**src/rtl/mem_access.sv**
```systemverilog
// MEM-stage load/store unit: runs one req/ack data-memory transaction per memory op, stalls the
// front of the pipeline until it completes. Optional alignment trap via MEM_ALIGN_CHECK_EN.
module mem_access #(
    parameter int unsigned MAX_WAIT = 255
) (
    input  logic        clk,
    input  logic        rst,
    input  logic        i_valid_in,
    input  logic        i_memread,
    input  logic        i_memwrite,
    input  logic [1:0]  i_size,
    input  logic        i_unsigned_ld,
    input  logic [31:0] i_addr,
    input  logic [31:0] i_wdata_in,
    output logic        o_dmem_req,
    output logic        o_dmem_we,
    output logic [31:0] o_dmem_addr,
    output logic [3:0]  o_dmem_be,
    output logic [31:0] o_dmem_wdata,
    input  logic [31:0] i_dmem_rdata,
    input  logic        i_dmem_ack,
    output logic        o_stall,
    output logic [31:0] o_load_data,
    output logic        o_exc_align,
    output logic        o_exc_bus
);

    typedef enum logic [1:0] {StIdle, StBusy, StDone} state_e;

    localparam logic [8:0] MaxWait = 9'(MAX_WAIT);

    state_e      r_state, w_state_next;
    logic [7:0]  r_cnt;
    logic        r_req, r_we, r_unsigned, r_exc_bus;
    logic [31:0] r_addr, r_wdata, r_load_data;
    logic [3:0]  r_be;
    logic [1:0]  r_size, r_lane;

    logic        w_mem_op, w_misalign, w_access;
    logic        w_start, w_ack_done, w_timeout, w_stall;
    logic [8:0]  w_cnt_inc;
    logic [1:0]  w_lane;
    logic [3:0]  w_be;
    logic [31:0] w_wdata, w_fmt;
    logic [7:0]  w_byte;
    logic [15:0] w_half;

    assign w_mem_op = i_valid_in & (i_memread | i_memwrite);

`ifdef MEM_ALIGN_CHECK_EN
    assign w_misalign = w_mem_op & (((i_size == 2'b01) & i_addr[0]) |
                                    (i_size[1] & (i_addr[1:0] != 2'b00)));
`else
    assign w_misalign = 1'b0;
`endif

    assign w_access  = w_mem_op & ~w_misalign;
    assign w_cnt_inc = {1'b0, r_cnt} + 9'd1;

    // Lane select masks offending low bits, so unchecked misaligned ops fall onto a legal lane.
    always_comb begin
        w_lane  = 2'b00;
        w_be    = 4'b1111;
        w_wdata = i_wdata_in;
        case (i_size)
            2'b00: begin
                w_lane  = i_addr[1:0];
                w_be    = 4'b0001 << i_addr[1:0];
                w_wdata = {4{i_wdata_in[7:0]}};
            end
            2'b01: begin
                w_lane  = {i_addr[1], 1'b0};
                w_be    = 4'b0011 << {i_addr[1], 1'b0};
                w_wdata = {2{i_wdata_in[15:0]}};
            end
            default: ;
        endcase
    end

    always_comb begin
        w_byte = i_dmem_rdata[7:0];
        case (r_lane)
            2'd1:    w_byte = i_dmem_rdata[15:8];
            2'd2:    w_byte = i_dmem_rdata[23:16];
            2'd3:    w_byte = i_dmem_rdata[31:24];
            default: w_byte = i_dmem_rdata[7:0];
        endcase
        w_half = r_lane[1] ? i_dmem_rdata[31:16] : i_dmem_rdata[15:0];
        case (r_size)
            2'b00:   w_fmt = r_unsigned ? {24'd0, w_byte} : {{24{w_byte[7]}}, w_byte};
            2'b01:   w_fmt = r_unsigned ? {16'd0, w_half} : {{16{w_half[15]}}, w_half};
            default: w_fmt = i_dmem_rdata;
        endcase
    end

    always_comb begin
        w_state_next = r_state;
        w_stall      = 1'b0;
        w_start      = 1'b0;
        w_ack_done   = 1'b0;
        w_timeout    = 1'b0;
        case (r_state)
            StIdle: begin
                if (w_access) begin
                    w_stall      = 1'b1;
                    w_start      = 1'b1;
                    w_state_next = StBusy;
                end
            end
            StBusy: begin
                w_stall = 1'b1;
                if (i_dmem_ack) begin
                    w_ack_done   = 1'b1;
                    w_state_next = StDone;
                end else if (w_cnt_inc == MaxWait) begin
                    w_timeout    = 1'b1;
                    w_state_next = StDone;
                end
            end
            StDone:  w_state_next = StIdle;
            default: w_state_next = StIdle;
        endcase
    end

    always_ff @(posedge clk or posedge rst) begin
        if (rst) begin
            r_state <= StIdle;
        end else begin
            r_state <= w_state_next;
        end
    end

    always_ff @(posedge clk or posedge rst) begin
        if (rst) begin
            r_cnt       <= 8'd0;
            r_req       <= 1'b0;
            r_we        <= 1'b0;
            r_unsigned  <= 1'b0;
            r_exc_bus   <= 1'b0;
            r_addr      <= 32'd0;
            r_wdata     <= 32'd0;
            r_load_data <= 32'd0;
            r_be        <= 4'd0;
            r_size      <= 2'd0;
            r_lane      <= 2'd0;
        end else begin
            r_exc_bus <= w_timeout;
            if (w_start) begin
                r_req      <= 1'b1;
                r_we       <= i_memwrite;
                r_addr     <= {i_addr[31:2], 2'b00};
                r_be       <= w_be;
                r_wdata    <= w_wdata;
                r_size     <= i_size;
                r_lane     <= w_lane;
                r_unsigned <= i_unsigned_ld;
                r_cnt      <= 8'd0;
            end
            if (r_state == StBusy) begin
                r_cnt <= w_cnt_inc[7:0];
            end
            if (w_ack_done) begin
                r_req <= 1'b0;
                if (!r_we) begin
                    r_load_data <= w_fmt;
                end
            end
            if (w_timeout) begin
                r_req       <= 1'b0;
                r_load_data <= 32'd0;
            end
        end
    end

    assign o_dmem_req   = r_req;
    assign o_dmem_we    = r_we;
    assign o_dmem_addr  = r_addr;
    assign o_dmem_be    = r_be;
    assign o_dmem_wdata = r_wdata;
    assign o_stall      = w_stall;
    assign o_load_data  = r_load_data;
    assign o_exc_align  = w_misalign;
    assign o_exc_bus    = r_exc_bus;

endmodule

```
**config.mk**
```make
export PLATFORM = sky130hd
export DESIGN_NAME = mem_access
export DESIGN_NICKNAME = d
export VERILOG_FILES = /design/src/rtl/mem_access.sv
export SDC_FILE = /design/constraint.sdc
export NUM_CORES = 1
export LEC_CHECK = 0
export BUFFER_PORTS_ARGS = -buffer_cell sky130_fd_sc_hd__buf_2
export CAP_MARGIN = 20
export CORE_MARGIN = 1
export CORE_UTILIZATION = 50
export DETAILED_ROUTE_END_ITERATION = 6
export PLACE_DENSITY_LB_ADDON = 0.3
export SLEW_MARGIN = 25
export SYNTH_ARGS = -nofsm -noshare
export SYNTH_HDL_FRONTEND = slang
export SYNTH_SLANG_ARGS = --single-unit
export TNS_END_PERCENT = 1
```
**constraint.sdc**
```tcl
create_clock -name clk -period 4.6 [get_ports clk]
set_input_delay 0.69 -clock clk [delete_from_list [all_inputs] [get_ports clk]]
set_output_delay 0.69 -clock clk [all_outputs]
set_load 0.005 [all_outputs]
```
==> impl_metrics.csv, run 1 <==
group,metric,value,unit
run_status,status,"finished clean",
power_and_ir_drop,comb_power_share,30.5,%
timing,setup_slack,1920,ps
die,die_y,109,um
setup_path,regToRegStartpoint,"r_lane[1]",
setup_path,worst_r2r_endpoint,"o_load_data[26]",
power_and_ir_drop,powerDensity,565,mW/mm2
yosys,synth.distinct_cells,43,
timing,drv_slew,0,
yosys,yosysMostFrequentCell,"dfrtp_1",
routing,ant_nets,0,
die,row_count,38,
die,ios,210,
routing,drt_iter0_drc,320,
global_route,grt_use_total,26.6,%
yosys,synth_common_cells,"116 x dfrtp_1, 78 x nand2_1, 52 x o21ai_0, 43 x mux2_2, 25 x a21oi_1",
yosys,async_reset_ff_share,100,%
die,start_util,51.9,%
setup_path,rrSetupSlack,1920,ps
timing,hold_slack,416,ps
yosys,synth-seq-cells,116,
timing,maxSlewHeadroom,33.8,%
power_and_ir_drop,seqPwrFrac,40.4,%
power_and_ir_drop,vdd.ir_drop.worst,0.326,mV
place,io_buffers,206,
clock_tree,clk_path_buf_depth,2,
global_route,gr-total-overflow,0,
routing,wire_per_inst,17.5,um
clock_tree,htreeDepth,4,
setup_path,crit_arrival,2990,ps
final_layout,areaGrowthSynthToFinish,27.7,%
setup_path,path_max_fanout,28,
clock_tree,clk_pin_slew,60,ps
power_and_ir_drop,p_switching,1350,uW
flow_run,max_cap_viol_count,0,
timing,tightest_slew,989,ps
hold_path,worstHoldPathType,"input port to asynchronous set/reset pin",
die,die_x,109,um
place,hpwl,10400,um
yosys,seq_area_frac_synth,50.9,%
timing,post-route-period-util,58.2,%
power_and_ir_drop,internal-power,2770,uW
setup_path,path_class,"register to register",
yosys,syn_area,0.00570,mm2
timing,clock.fmax,374,MHz
timing,finalCriticalPeriod,2680,ps
yosys,ys_warn_count,0,
global_route,grt_pass1_wl,23800,um
yosys,yosys.area.top_type,"dfrtp_1",
setup_path,r2r_cells,5,
routing,wl,15200,um
place,gp_congestion,0.919,
global_route,grt_max_degree,104,
timing,fin_skew,7.65,ps
timing,setup_tns,0,ps
clock_tree,cts_tree,"built",
final_layout,fin_nets,826,
setup_path,start_kind,"register",
yosys,synthCells,535,
die,coreArea,0.0110,mm2
yosys,synth-edff-count,0,
power_and_ir_drop,swShare,32.7,%
global_route,first_global_vias,4919,
clock_tree,post-cts-setup-buffer-count,0,
die,dieArea,0.0118,mm2
yosys,avgSynthCellArea,10.7,um2
setup_path,worstSetupEndpointType,"register",
yosys,yosysTopAreaCellShare,50.9,%
yosys,netlist_top_cells_area,"dfrtp_1 51%, mux2_2 8.5%, nand2_1 5.1%, o21ai_0 4.6%, mux2i_1 4.2%",
global_route,antenna_found_initial,0,
routing,first_pass_iters,6,
clock_tree,cts_buffers,17,
power_and_ir_drop,p_leak,0.00354,uW
final_layout,drive_gt1_share,42.0,%
setup_path,cp.required,4910,ps
yosys,synth_top_flop_cell,"dfrtp_1",
clock_tree,postCtsResizedCells,0,
power_and_ir_drop,pwr-share-clk,29.1,%
final_layout,nFillCells,871,
timing,finalSetupViolations,0,
routing,drcViolationCount,0,
place,dpl_worst_slack,2050,ps
clock_tree,cts_sinks,116,
timing,hold_viol,0,
clock_tree,cts_hold_buf,0,
timing,rsz0062_at_grt,"no",
final_layout,insertedDiodeCount,0,
routing,dr_total_vias,4965,
routing,viasPerCell,5.70,
clock_tree,clk_latency,420,ps
clock_tree,root_buffer,"clkbuf_16",
## critical path, cell delays in order, from the launching register on
cell and delay (ps):
dfrtp_1 910, mux2_4 310, mux2i_4 80, a2111oi_4 870, a21oi_1 120, o22ai_1 260
## worst max path at each step
| stage | slack, ps | cells after the start | startpoint | endpoint |
|---|---|---|---|---|
| after floorplan | 840 | 1 | rst | o_dmem_addr[10] |
| after global placement | 2050 | 5 | i_size[1] | o_dmem_be[0] |
| after detailed placement | 2050 | 5 | i_size[1] | o_dmem_be[0] |
| after CTS | 2020 | 5 | r_lane[1] | o_load_data[26] |
| after global routing | 1870 | 5 | r_lane[1] | o_load_data[26] |
| final | 1920 | 5 | r_lane[1] | o_load_data[26] |
## layout by cell type, fill, tap and decap left out, drive strengths merged, types with 2 or more instances in the layout
cell      instances
mux4              7
nor2b             3
a221oi            8
nor3b             2
xor2              4
a21oi            26
a41o              7
and3              4
o22ai            27
o31ai             4
or3               2
buf             211
nand2b            4
nand2            78
clkbuf           20
o21ai            60
mux2             45
nand4             2
ha                2
nand3b            8
conb              3
dfrtp           116
a31oi             2
nand3            10
inv              15
clkinvlp          3
mux2i            25
clkinv            7
nor2             16
a21o              2
## final cells by class
class	instances	area, um2	share of cell area (%)
sequential	116	2900	39.9
clock inverter	11	87.6	1.20
clock buffer	20	447	6.14
tap	140	175	2.41
multi-input combinational	358	2520	34.6
inverter	15	61.3	0.842
timing repair buffer	211	1090	15.0
## kinds of logic (layout without fill, tap and decap cells)
| kind of cell | after synthesis | in the layout | share of synthesized area, % |
|---|---|---|---|
| fa+ha+maj | 2 | 2 | 0.439 |
| flops | 116 | 116 | 50.9 |
| other cells | 1 | 3 | 0.0658 |
| compound gates | 140 | 140 | 16.0 |
| simple gates | 132 | 132 | 10.4 |
| xor+xnor | 4 | 4 | 0.615 |
| buf+inv | 63 | 257 | 5.14 |
| mux | 77 | 77 | 16.4 |
## power by group through the flow
| stage | logic [uW] | clock network [uW] | registers [uW] |
|---|---|---|---|
| 3_5_place_dp | 1250 | 0 | 1670 |
| 3_3_place_gp | 1210 | 0 | 1650 |
| 5_1_grt | 1400 | 1260 | 1710 |
| 6_report | 1260 | 1200 | 1660 |
| 2_1_floorplan | 737 | 0 | 1620 |
| 4_1_cts | 1260 | 1220 | 1660 |
## registers in the layout, indices dropped and copies added (netlist names)
signal and count:
o_dmem_addr 30, o_dmem_be 4, o_dmem_req 1, o_dmem_wdata 32
o_dmem_we 1, o_exc_bus 1, o_load_data 32, r_cnt 8
r_lane 2, r_size 2, r_state 2, r_unsigned 1
## per-stage QoR
stage / total power [uW] / std cells / util, % / area [um2]
floorplan: 2360 / 537 / - / 5710
global placement: 2860 / 839 / 61.1 / 6720
detailed placement: 2920 / 839 / 61.1 / 6720
CTS: 4130 / 870 / 66.0 / 7250
global route: 4370 / 871 / 66.3 / 7280
finish: 4110 / 871 / 66.3 / 7280
## layer usage
metal	vias up	wire, um	GRT usage, %
met4	0	444	13.8
met3	43	1370	8.67
met2	265	7290	42.7
li1	2270	-	-
met1	2387	6100	31.9
met5	-	0	0
Note: power is estimated with default switching activity, not from simulation.
==> inputs of run 2 (changes only) <==
--- a/config.mk
+++ b/config.mk
@@ -5,6 +5,7 @@
 export SDC_FILE = /design/constraint.sdc
 export NUM_CORES = 1
 export LEC_CHECK = 0
+export ABC_AREA = 1
 export BUFFER_PORTS_ARGS = -buffer_cell sky130_fd_sc_hd__buf_2
 export CAP_MARGIN = 20
 export CORE_MARGIN = 1
==> constraint.sdc (replaced) <==
create_clock -name clk -period 2.5 [get_ports clk]
set_input_delay 0.375 -clock clk [delete_from_list [all_inputs] [get_ports clk]]
set_output_delay 0.375 -clock clk [all_outputs]
set_load 0.005 [all_outputs]
==> run 2 against run 1 <==
- clock skew up 2.1 ps
- cell area rose by 5.2%
- die area is 3.0% higher
- register-to-register slack got worse by 1700 ps
- critical path type unchanged
- cell count grew 27%
- total power is 99% higher
- critical endpoint is now o_load_data[21]
- utilization grew 0.76 points
- flip-flop and latch count unchanged
- fmax increased by 18%
==> impl_metrics.csv, run 2 <==
group,metric,value,unit
setup_path,cp.required,2830,ps
final_layout,fin_area,0.00765,mm2
power_and_ir_drop,finalPower,8180,uW
power_and_ir_drop,p_leak,0.00417,uW
yosys,async_reset_ff_share,100,%
setup_path,worstSetupEndpointType,"register",
die,row_count,39,
routing,ant_nets,0,
final_layout,areaGrowthSynthToFinish,30.4,%
final_layout,multi_input_area,0.00259,mm2
power_and_ir_drop,vdd.ir_drop.worst,0.650,mV
clock_tree,cts_tree,"built",
setup_path,path_buf_inv,2,
yosys,yosysTopAreaCellShare,49.4,%
setup_path,crit_arrival,2600,ps
timing,fin_skew,9.75,ps
clock_tree,clk_pin_slew,60,ps
clock_tree,cts_sinks,116,
clock_tree,post-cts-setup-buffer-count,0,
routing,drcViolationCount,0,
yosys,seq_area_frac_synth,49.4,%
timing,rsz0062_at_grt,"no",
yosys,yosys.area.top_type,"dfrtp_1",
place,placed_area,0.00704,mm2
yosys,synth_common_cells,"314 x nand2_1, 116 x dfrtp_1, 59 x o21ai_0, 42 x inv_1, 39 x a21oi_1",
timing,finalCriticalPeriod,2270,ps
routing,wire_per_inst,14.4,um
power_and_ir_drop,powerDensity,1070,mW/mm2
timing,hold_slack,107,ps
setup_path,path_class,"register to register",
global_route,grt_max_degree,65,
setup_path,crit_path_end,"o_load_data[21]",
run_status,status,"finished clean",
final_layout,insertedDiodeCount,0,
final_layout,regArea,0.00290,mm2
die,dieArea,0.0122,mm2
setup_path,worstPathCellList,"clkinv_1 -> buf_4 -> nand2_1 -> nor2_1 -> nand3_2 -> a21oi_1 -> nand2_1 -> o21ai_2",
setup_path,path_max_fanout,25,
clock_tree,root_buffer,"clkbuf_16",
clock_tree,postCtsResizedCells,0,
timing,hold_viol,0,
global_route,grt_pass1_wl,25000,um
die,die_x,110,um
global_route,antenna_found_initial,0,
clock_tree,cts_hold_buf,0,
final_layout,final_common_cell,"nand2_1",
clock_tree,clk_path_buf_depth,2,
setup_path,path_depth,8,
clock_tree,clk_latency,420,ps
die,coreArea,0.0114,mm2
die,ios,210,
setup_path,cpMaxStageDelayCell,"dfrtp_1",
timing,drv_slew,0,
final_layout,fin_nets,1059,
yosys,synth-seq-cells,116,
timing,clock.fmax,441,MHz
global_route,first_global_vias,5218,
final_layout,final_cell_mix,"314 x nand2_1, 206 x buf_2, 116 x dfrtp_1, 59 x o21ai_0, 41 x inv_1",
routing,first_pass_iters,5,
global_route,grt_use_total,27.2,%
die,start_util,51.4,%
global_route,gr-total-overflow,0,
yosys,synth.distinct_cells,32,
yosys,synth_top_flop_cell,"dfrtp_1",
die,die_y,110,um
clock_tree,htreeDepth,4,
setup_path,r2r_cells,8,
yosys,ys_warn_count,0,
yosys,yosysMostFrequentCell,"nand2_1",
routing,drt_iter0_drc,388,
yosys,avgSynthCellArea,7.80,um2
timing,maxSlewHeadroom,46.6,%
timing,setup_tns,0,ps
final_layout,fin_util,67.0,%
clock_tree,cts_buffers,17,
routing,viasPerCell,5.19,
setup_path,worst_r2r_endpoint,"o_load_data[21]",
final_layout,nFillCells,1001,
timing,tightest_slew,800,ps
routing,dr_total_vias,5753,
setup_path,crit_path_max_incr_delay,520,ps
setup_path,regToRegStartpoint,"r_size[1]",
yosys,synth-edff-count,0,
yosys,netlist_top_cells_area,"dfrtp_1 49%, nand2_1 20%, o21ai_0 5.0%, o21ai_2 4.8%, a21oi_1 3.3%",
setup_path,rrSetupSlack,230,ps
setup_path,critical_path.most_common_cell,"nand2_1",
yosys,synthCells,753,
timing,finalSetupViolations,0,
timing,post-route-period-util,90.8,%
place,io_buffers,206,
flow_run,max_cap_viol_count,0,
setup_path,crit_path_start,"r_size[1]",
place,gp_congestion,0.958,
place,hpwl,11400,um
setup_path,crit_family,"simple AND/OR/NAND/NOR gates",
routing,wl,15900,um
hold_path,worstHoldPathType,"input port to asynchronous set/reset pin",
final_layout,drive_gt1_share,30.6,%
yosys,syn_area,0.00587,mm2
setup_path,start_kind,"register",
-- run 2: cell count changes after synthesis, sizes merged, moves of 21 or more --
cell | previous run | this run
o22ai | 27 | 6
mux2i | 25 | 0
inv | 15 | 44
mux2 | 45 | 0
nand2 | 78 | 315
o21ai | 60 | 91
-- run 2: layout make-up --
cell class	instances	area share, %
sequential	116	37.9
multi-input combinational	552	33.8
timing repair buffer	220	15.7
clock buffer	24	6.42
tap	143	2.34
inverter	45	2.26
clock inverter	8	1.60
-- run 2: cell families after synthesis --
family / Yosys count / share of synthesized area [%]
other: 1 / 0.0639
AO/OA/AOI/OAI: 158 / 16.6
adder cells (fa/ha/maj): 2 / 0.426
flip-flops: 116 / 49.4
XOR/XNOR: 1 / 0.149
AND/OR/NAND/NOR: 388 / 26.6
buffers and inverters: 87 / 6.75
-- run 2: power breakdown --
part	switching [uW]	internal [uW]
Sequential	419	2540
Clock	850	1670
Combinational	1560	1150
Total	2820	5350
-- run 2: how the worst min path moves through the flow --
stage	slack, ps	from	end
global route	150	i_addr[9]	o_dmem_addr[9]
detailed placement	450	o_dmem_addr[2]	o_dmem_addr[2]
floorplan	460	r_unsigned	r_unsigned
finish	110	rst	o_dmem_wdata[19]
global placement	450	o_dmem_addr[13]	o_dmem_addr[13]
CTS	130	rst	r_cnt[1]
-- run 2: layer usage --
metal  track usage (%)  wire length, um  up-vias
li1                  -                -     2817
met1              34.8             6770     2619
met2              42.5             7320      278
met3              8.47             1420       39
met4              11.9              437        0
met5                 0                0        -
-- run 2: through the flow --
step | worst slack (ps) | instances
after floorplan | 702 | 755
after global placement | 384 | 1076
after detailed placement | 287 | 1076
after CTS | 269 | 1108
after global routing | 95.6 | 1108
final | 230 | 1108
